## config.mk

```make
export PLATFORM = sky130hd
export DESIGN_NAME = minority_bist_top
export DESIGN_NICKNAME = d
export VERILOG_FILES = /design/src/rtl/minority_pkg.sv /design/src/rtl/minority_bist_top.sv /design/src/rtl/minority_unit.sv /design/src/rtl/minority_bist_ctrl.sv
export SDC_FILE = /design/constraint.sdc
export NUM_CORES = 1
export LEC_CHECK = 0
export ABC_CLOCK_PERIOD_IN_PS = 6500
export BUFFER_PORTS_ARGS = -buffer_cell sky130_fd_sc_hd__buf_4
export CAP_MARGIN = 20
export CELL_PAD_IN_SITES_DETAIL_PLACEMENT = 0
export CELL_PAD_IN_SITES_GLOBAL_PLACEMENT = 1
export CORE_ASPECT_RATIO = 2
export CORE_MARGIN = 10
export CORE_UTILIZATION = 47
export CTS_CLUSTER_DIAMETER = 150
export DETAILED_ROUTE_END_ITERATION = 10
export PLACE_DENSITY = 0.85
export SLEW_MARGIN = 40
export SYNTH_ARGS = -nofsm -noshare
export SYNTH_HDL_FRONTEND = slang
export SYNTH_HIERARCHICAL = 1
export SYNTH_SLANG_ARGS = --single-unit
```

## constraint.sdc

```tcl
create_clock -name clk -period 6.5 [get_ports clk]
set_clock_uncertainty 0.1 [all_clocks]
set_input_delay 0 -clock clk [delete_from_list [all_inputs] [get_ports clk]]
set_output_delay 0 -clock clk [all_outputs]
set_load 0.005 [all_outputs]
```

## src/rtl/minority_pkg.sv

```systemverilog
`default_nettype none
// ============================================================================
// minority_pkg : shared constants, FSM encodings and golden minority model
// Revision     : 1.0
// ============================================================================
package minority_pkg;

    localparam int NUM_VECTORS = 16;

    localparam logic [2:0] ST_IDLE   = 3'd0;
    localparam logic [2:0] ST_APPLY  = 3'd1;
    localparam logic [2:0] ST_SETTLE = 3'd2;
    localparam logic [2:0] ST_SAMPLE = 3'd3;
    localparam logic [2:0] ST_FIN    = 3'd4;

    // Vector bit 3 drives A, bit 0 drives D; only the population count matters.
    function automatic logic minority_golden(input logic [3:0] vec, input logic tie_value);
        logic [2:0] ones;
        ones = {2'b00, vec[3]} + {2'b00, vec[2]} + {2'b00, vec[1]} + {2'b00, vec[0]};
        if (ones < 3'd2) begin
            return 1'b1;
        end else if (ones == 3'd2) begin
            return tie_value;
        end else begin
            return 1'b0;
        end
    endfunction

endpackage
`default_nettype wire

```

## src/rtl/minority_bist_top.sv

```systemverilog
`default_nettype none
// ============================================================================
// minority_bist_top : self-test harness pairing the BIST sequencer with the
//                     minority unit it exercises
// Revision          : 1.0
// ============================================================================
module minority_bist_top #(
    parameter int unsigned SETTLE_CYCLES = 1,
    parameter bit          TIE_VALUE     = 1'b0
) (
    input  logic        clk,
    input  logic        rst_n,
    input  logic        start,
    input  logic        abort,
    output logic        busy,
    output logic        done,
    output logic        pass,
    output logic [4:0]  fail_cnt,
    output logic [3:0]  first_fail,
    output logic [15:0] signature
);

    logic unit_a;
    logic unit_b;
    logic unit_c;
    logic unit_d;
    logic unit_z;

    minority_unit #(
        .TIE_VALUE (TIE_VALUE)
    ) u_unit (
        .a (unit_a),
        .b (unit_b),
        .c (unit_c),
        .d (unit_d),
        .z (unit_z)
    );

    minority_bist_ctrl #(
        .SETTLE_CYCLES (SETTLE_CYCLES),
        .TIE_VALUE     (TIE_VALUE)
    ) u_ctrl (
        .clk        (clk),
        .rst_n      (rst_n),
        .start      (start),
        .abort      (abort),
        .z          (unit_z),
        .a          (unit_a),
        .b          (unit_b),
        .c          (unit_c),
        .d          (unit_d),
        .busy       (busy),
        .done       (done),
        .pass       (pass),
        .fail_cnt   (fail_cnt),
        .first_fail (first_fail),
        .signature  (signature)
    );

endmodule
`default_nettype wire

```

## src/rtl/minority_unit.sv

```systemverilog
`default_nettype none
// ============================================================================
// minority_unit : combinational 4-input minority gate with configurable tie
// Revision      : 1.0
// ============================================================================
module minority_unit #(
    parameter bit TIE_VALUE = 1'b0
) (
    input  logic a,
    input  logic b,
    input  logic c,
    input  logic d,
    output logic z
);

    logic [2:0] ones;

    always_comb begin
        ones = {2'b00, a} + {2'b00, b} + {2'b00, c} + {2'b00, d};
        z    = (ones < 3'd2) | ((ones == 3'd2) & TIE_VALUE);
    end

endmodule
`default_nettype wire

```

## src/rtl/minority_bist_ctrl.sv

```systemverilog
`default_nettype none
// ============================================================================
// minority_bist_ctrl : walks all 16 vectors through the minority unit, checks
//                      Z against the golden model and accumulates results
// Revision           : 1.0
// ============================================================================
module minority_bist_ctrl
    import minority_pkg::*;
#(
    parameter int unsigned SETTLE_CYCLES = 1,
    parameter bit          TIE_VALUE     = 1'b0
) (
    input  logic        clk,
    input  logic        rst_n,
    input  logic        start,
    input  logic        abort,
    input  logic        z,
    output logic        a,
    output logic        b,
    output logic        c,
    output logic        d,
    output logic        busy,
    output logic        done,
    output logic        pass,
    output logic [4:0]  fail_cnt,
    output logic [3:0]  first_fail,
    output logic [15:0] signature
);

    localparam logic [3:0] SETTLE_LAST = (SETTLE_CYCLES > 0) ? 4'(SETTLE_CYCLES - 1) : 4'd0;
    localparam logic [3:0] LAST_VEC    = 4'(NUM_VECTORS - 1);

    logic [2:0] state;
    logic [3:0] vec;
    logic [3:0] settle_cnt;
    logic [3:0] drive;
    logic       expected;
    logic       mismatch;

    always_comb begin
        expected = minority_golden(vec, TIE_VALUE);
        mismatch = (z != expected);
    end

    // Unit inputs come from a dedicated register so they return to zero
    // outside a run while vec keeps its last value.
    assign {a, b, c, d} = drive;

    always_ff @(posedge clk or negedge rst_n) begin
        if (!rst_n) begin
            state      <= ST_IDLE;
            vec        <= 4'd0;
            settle_cnt <= 4'd0;
            drive      <= 4'd0;
            busy       <= 1'b0;
            done       <= 1'b0;
            pass       <= 1'b0;
            fail_cnt   <= 5'd0;
            first_fail <= 4'd0;
            signature  <= 16'd0;
        end else begin
            done <= 1'b0;
            case (state)
                ST_IDLE: begin
                    drive <= 4'd0;
                    if (start && !abort) begin
                        state      <= ST_APPLY;
                        vec        <= 4'd0;
                        settle_cnt <= 4'd0;
                        busy       <= 1'b1;
                        fail_cnt   <= 5'd0;
                        first_fail <= 4'd0;
                        signature  <= 16'd0;
                        pass       <= 1'b0;
                    end
                end

                ST_APPLY: begin
                    if (abort) begin
                        state <= ST_IDLE;
                        busy  <= 1'b0;
                        drive <= 4'd0;
                    end else if (SETTLE_CYCLES > 0) begin
                        state      <= ST_SETTLE;
                        settle_cnt <= 4'd0;
                    end else begin
                        state <= ST_SAMPLE;
                    end
                end

                ST_SETTLE: begin
                    if (abort) begin
                        state <= ST_IDLE;
                        busy  <= 1'b0;
                        drive <= 4'd0;
                    end else if (settle_cnt == SETTLE_LAST) begin
                        state <= ST_SAMPLE;
                    end else begin
                        settle_cnt <= settle_cnt + 4'd1;
                    end
                end

                ST_SAMPLE: begin
                    if (abort) begin
                        state <= ST_IDLE;
                        busy  <= 1'b0;
                        drive <= 4'd0;
                    end else begin
                        signature[vec] <= z;
                        if (mismatch) begin
                            fail_cnt <= fail_cnt + 5'd1;
                            if (fail_cnt == 5'd0) begin
                                first_fail <= vec;
                            end
                        end
                        if (vec == LAST_VEC) begin
                            state <= ST_FIN;
                            busy  <= 1'b0;
                            done  <= 1'b1;
                            drive <= 4'd0;
                            pass  <= (fail_cnt == 5'd0) && !mismatch;
                        end else begin
                            state <= ST_APPLY;
                            vec   <= vec + 4'd1;
                            drive <= vec + 4'd1;
                        end
                    end
                end

                ST_FIN: begin
                    state <= ST_IDLE;
                end

                default: begin
                    state <= ST_IDLE;
                    busy  <= 1'b0;
                    drive <= 4'd0;
                end
            endcase
        end
    end

endmodule
`default_nettype wire

```

==> impl_results.md <==
* P&R area growth vs syn at 15.2%
* CP max stage cell: dfrtp_1
* R2r setup slk at 4.02 ns
* Final hold vios at 0
* CP startpoint kind: register
* Slew Viols, Final at 0
* Resized cells post-CTS at 0
* Root buffer cell: clkbuf_8
* Yosys warns at 6
* Mapped cell area at ~0.0023 sq mm
* Largest delay contributor family on the critical path: flip-flops
* Power consumption at ~0.00055 W
* Drt drc at 0
* Seq cells post-synth at 43
* Crit. End Element: register
* Number of global-route vias before repair at 1872
* Post-synthesis instance total at between 200 and 250
* Layout Nets at approximately 280
* Syn Area/Cell at 9.71 sq um
* Die extent in y at ~120 um
* Final setup viols at 0
* Antenna-violating nets left at 0
* Worst Path Required at 6.63 ns
* Crit share post-route at a little under two fifths
* Crit Path Category: reg2reg
* Initial Utilization at 48.5%
* Worst vdd ir at roughly 0.00017 V
* Vias per cell at just under 6
* WL per Instance at between 15 and 20 um
* Leakage at around 1.2 nW
* RSZ-0062 raised after global routing: no
* Yosys cell types at 47
* Hold Crit Class: in2async
* Via count at approximately 1800
* CP Cell Sequence: fa_1, a21oi_1, xnor2_1, a21o_4, or4_1, nand3_1
* First-pass GRT wire length at ~9100 um
* DP HPWL at slightly above 4000 um
* CORE AREA at about 0.0046 sq mm
* Gr ovfl total at 0
* Maximum buffer depth of the clock tree at 2
* Synth top area cells: dfrtp_1 (48%), o21ai_0 (9.3%), ha_1 (4.4%)
* Initial antenna violation count at 0
* Core Util, Final at between 50% and 60%
* DRT iter0 DRCs at ~140
* Fmax at 403 MHz
* Cts hold-fix bufs at 3
* Post-synth EDFFs at 0
* Share of the synthesized area in the top cell type at a little under half
* Worst Hold Margin at 0.141 ns
* Post-synth ARST share at 100%
* # Max-Cap Violations at 0
* Die area at between 0.008 and 0.009 sq mm
* Buffers on Ports at 31
* Synth top cells by count: dfrtp_1 (43), o21ai_0 (42), nand2_1 (22), a21oi_1 (14), nor2_1 (13)
* CP peak stage delay at about 0.66 ns
* Final TNS setup at 0 ns
* Largest net degree at the start of global routing at 44
* Clock transition at path regs at about 0.070 ns
* TritonCTS buffer count at 5
* Max_slew headroom at between 50% and 60%
* CP arrival at approximately 2.6 ns
* DRT Pass-1 Iters at 4
* CTS tree: yes
* Synth area leader: dfrtp_1
* Fill count at ~460
* Worst-Skew Late Latency at slightly below 0.3 ns
* GRT Overall Usage at 14.3%
* Final wirelength at 5610 um
* Minimum clock period after layout at between 2 and 2.5 ns
* Htree depth at 2
* Status: complete, no violations
* Fraction of layout cells with a size suffix above 1 at 18.3%
* Main synth FF type: dfrtp_1
* Die extent in x at between 60 and 70 um
* Syn nets at about 250
* Clock sink count at between 40 and 50
* Setup Buffers After CTS at 0
* Critical path buffers and inverters at 0
* Worst Tran Pin Value at 0.625 ns
* Placer congestion estimate at between 0.8 and 0.9
* Seq/Total Area, Yosys at between 40% and 50%
* Core Rows at 35
* IO Count at 32
* Worst Path Max Fanout at 16
* Most numerous cell in the Yosys netlist: dfrtp_1
* Power density cells at 212 mW/mm^2
* Diode count at 0
-- per-layer routing --
layer / global-route usage, % / wire, um
met4: 5.21 / 111
met3: 2.86 / 154
met2: 25.5 / 3160
met5: 0 / 0
met1: 15.3 / 2180
-- cell usage in the layout, fill, tap and decap left out, types with 2 or more instances in the layout --
cell type      instances
dfrtp_1               43
o21ai_0               42
buf_4                 32
nand2_1               22
a21oi_1               14
nor2_1                13
nand3_1               10
a22o_1                10
inv_1                  8
ha_1                   8
clkbuf_8               5
xnor2_1                4
a31oi_1                4
dlygate4sd3_1          3
nand2b_1               3
and3_1                 2
nor3b_1                2
o22ai_1                2
nor3_1                 2
mux2i_1                2
or4_1                  2
fa_1                   2
-- final timing paths --
kind	from	endpoint	cells past startpoint
worst max-delay path	u_ctrl/vec[3]$_DFFE_PN0P_	u_ctrl/fail_cnt[3]$_DFFE_PN0P_	6
worst min-delay path	rst_n	u_ctrl/fail_cnt[0]$_DFFE_PN0P_	2
worst max register to register	u_ctrl/vec[3]$_DFFE_PN0P_	u_ctrl/fail_cnt[3]$_DFFE_PN0P_	6
worst min register to register	u_ctrl/signature[14]$_DFFE_PN0P_	u_ctrl/signature[14]$_DFFE_PN0P_	2
max in group asynchronous	rst_n	u_ctrl/signature[8]$_DFFE_PN0P_	2
min in group clk	u_ctrl/signature[14]$_DFFE_PN0P_	u_ctrl/signature[14]$_DFFE_PN0P_	2
-- flip-flops by register name, summed over array words and instances, names as in the netlist --
register and count:
u_ctrl/drive 4, u_ctrl/settle_cnt 4, u_ctrl/fail_cnt 5, u_ctrl/first_fail 4, u_ctrl/vec 4, u_ctrl/busy 1, u_ctrl/done 1, u_ctrl/state 3
u_ctrl/pass 1, u_ctrl/signature 16
-- kinds of logic (layout without fill, tap and decap cells) --
family	Yosys count	after routing	synth area share, %
AND/OR/NAND/NOR	71	71	16.7
buffers and inverters	19	49	4.56
AO/OA/AOI/OAI	82	82	21.8
XOR/XNOR	4	4	1.56
multiplexers	3	3	1.39
flip-flops	43	43	47.8
adder cells (fa/ha/maj)	10	10	6.22
-- layout make-up --
class | count | area [sq um] | area share [%]
repair buffers | 35 | 270 | 10.4
inverters | 8 | 30.0 | 1.16
clock buffers | 6 | 72.6 | 2.80
well taps | 55 | 68.8 | 2.65
multi-input cells | 170 | 1080 | 41.5
flip-flops and latches | 43 | 1080 | 41.5
-- per-stage QoR --
stage	cells	area, sq um	worst slack, ns
floorplan	232	2250	4.35
finish	317	2590	4.02
CTS	317	2590	4.04
global placement	308	2490	4.13
detailed placement	308	2490	4.06
global route	317	2590	3.91
-- power by group --
group / switching [W] / total (W) / internal [W]
Combinational: 0.0000531 / 0.0000941 / 0.0000410
Clock: 0.0000836 / 0.000155 / 0.0000717
Sequential: 0.0000194 / 0.000299 / 0.000280
(Power assumes the default switching activity.)
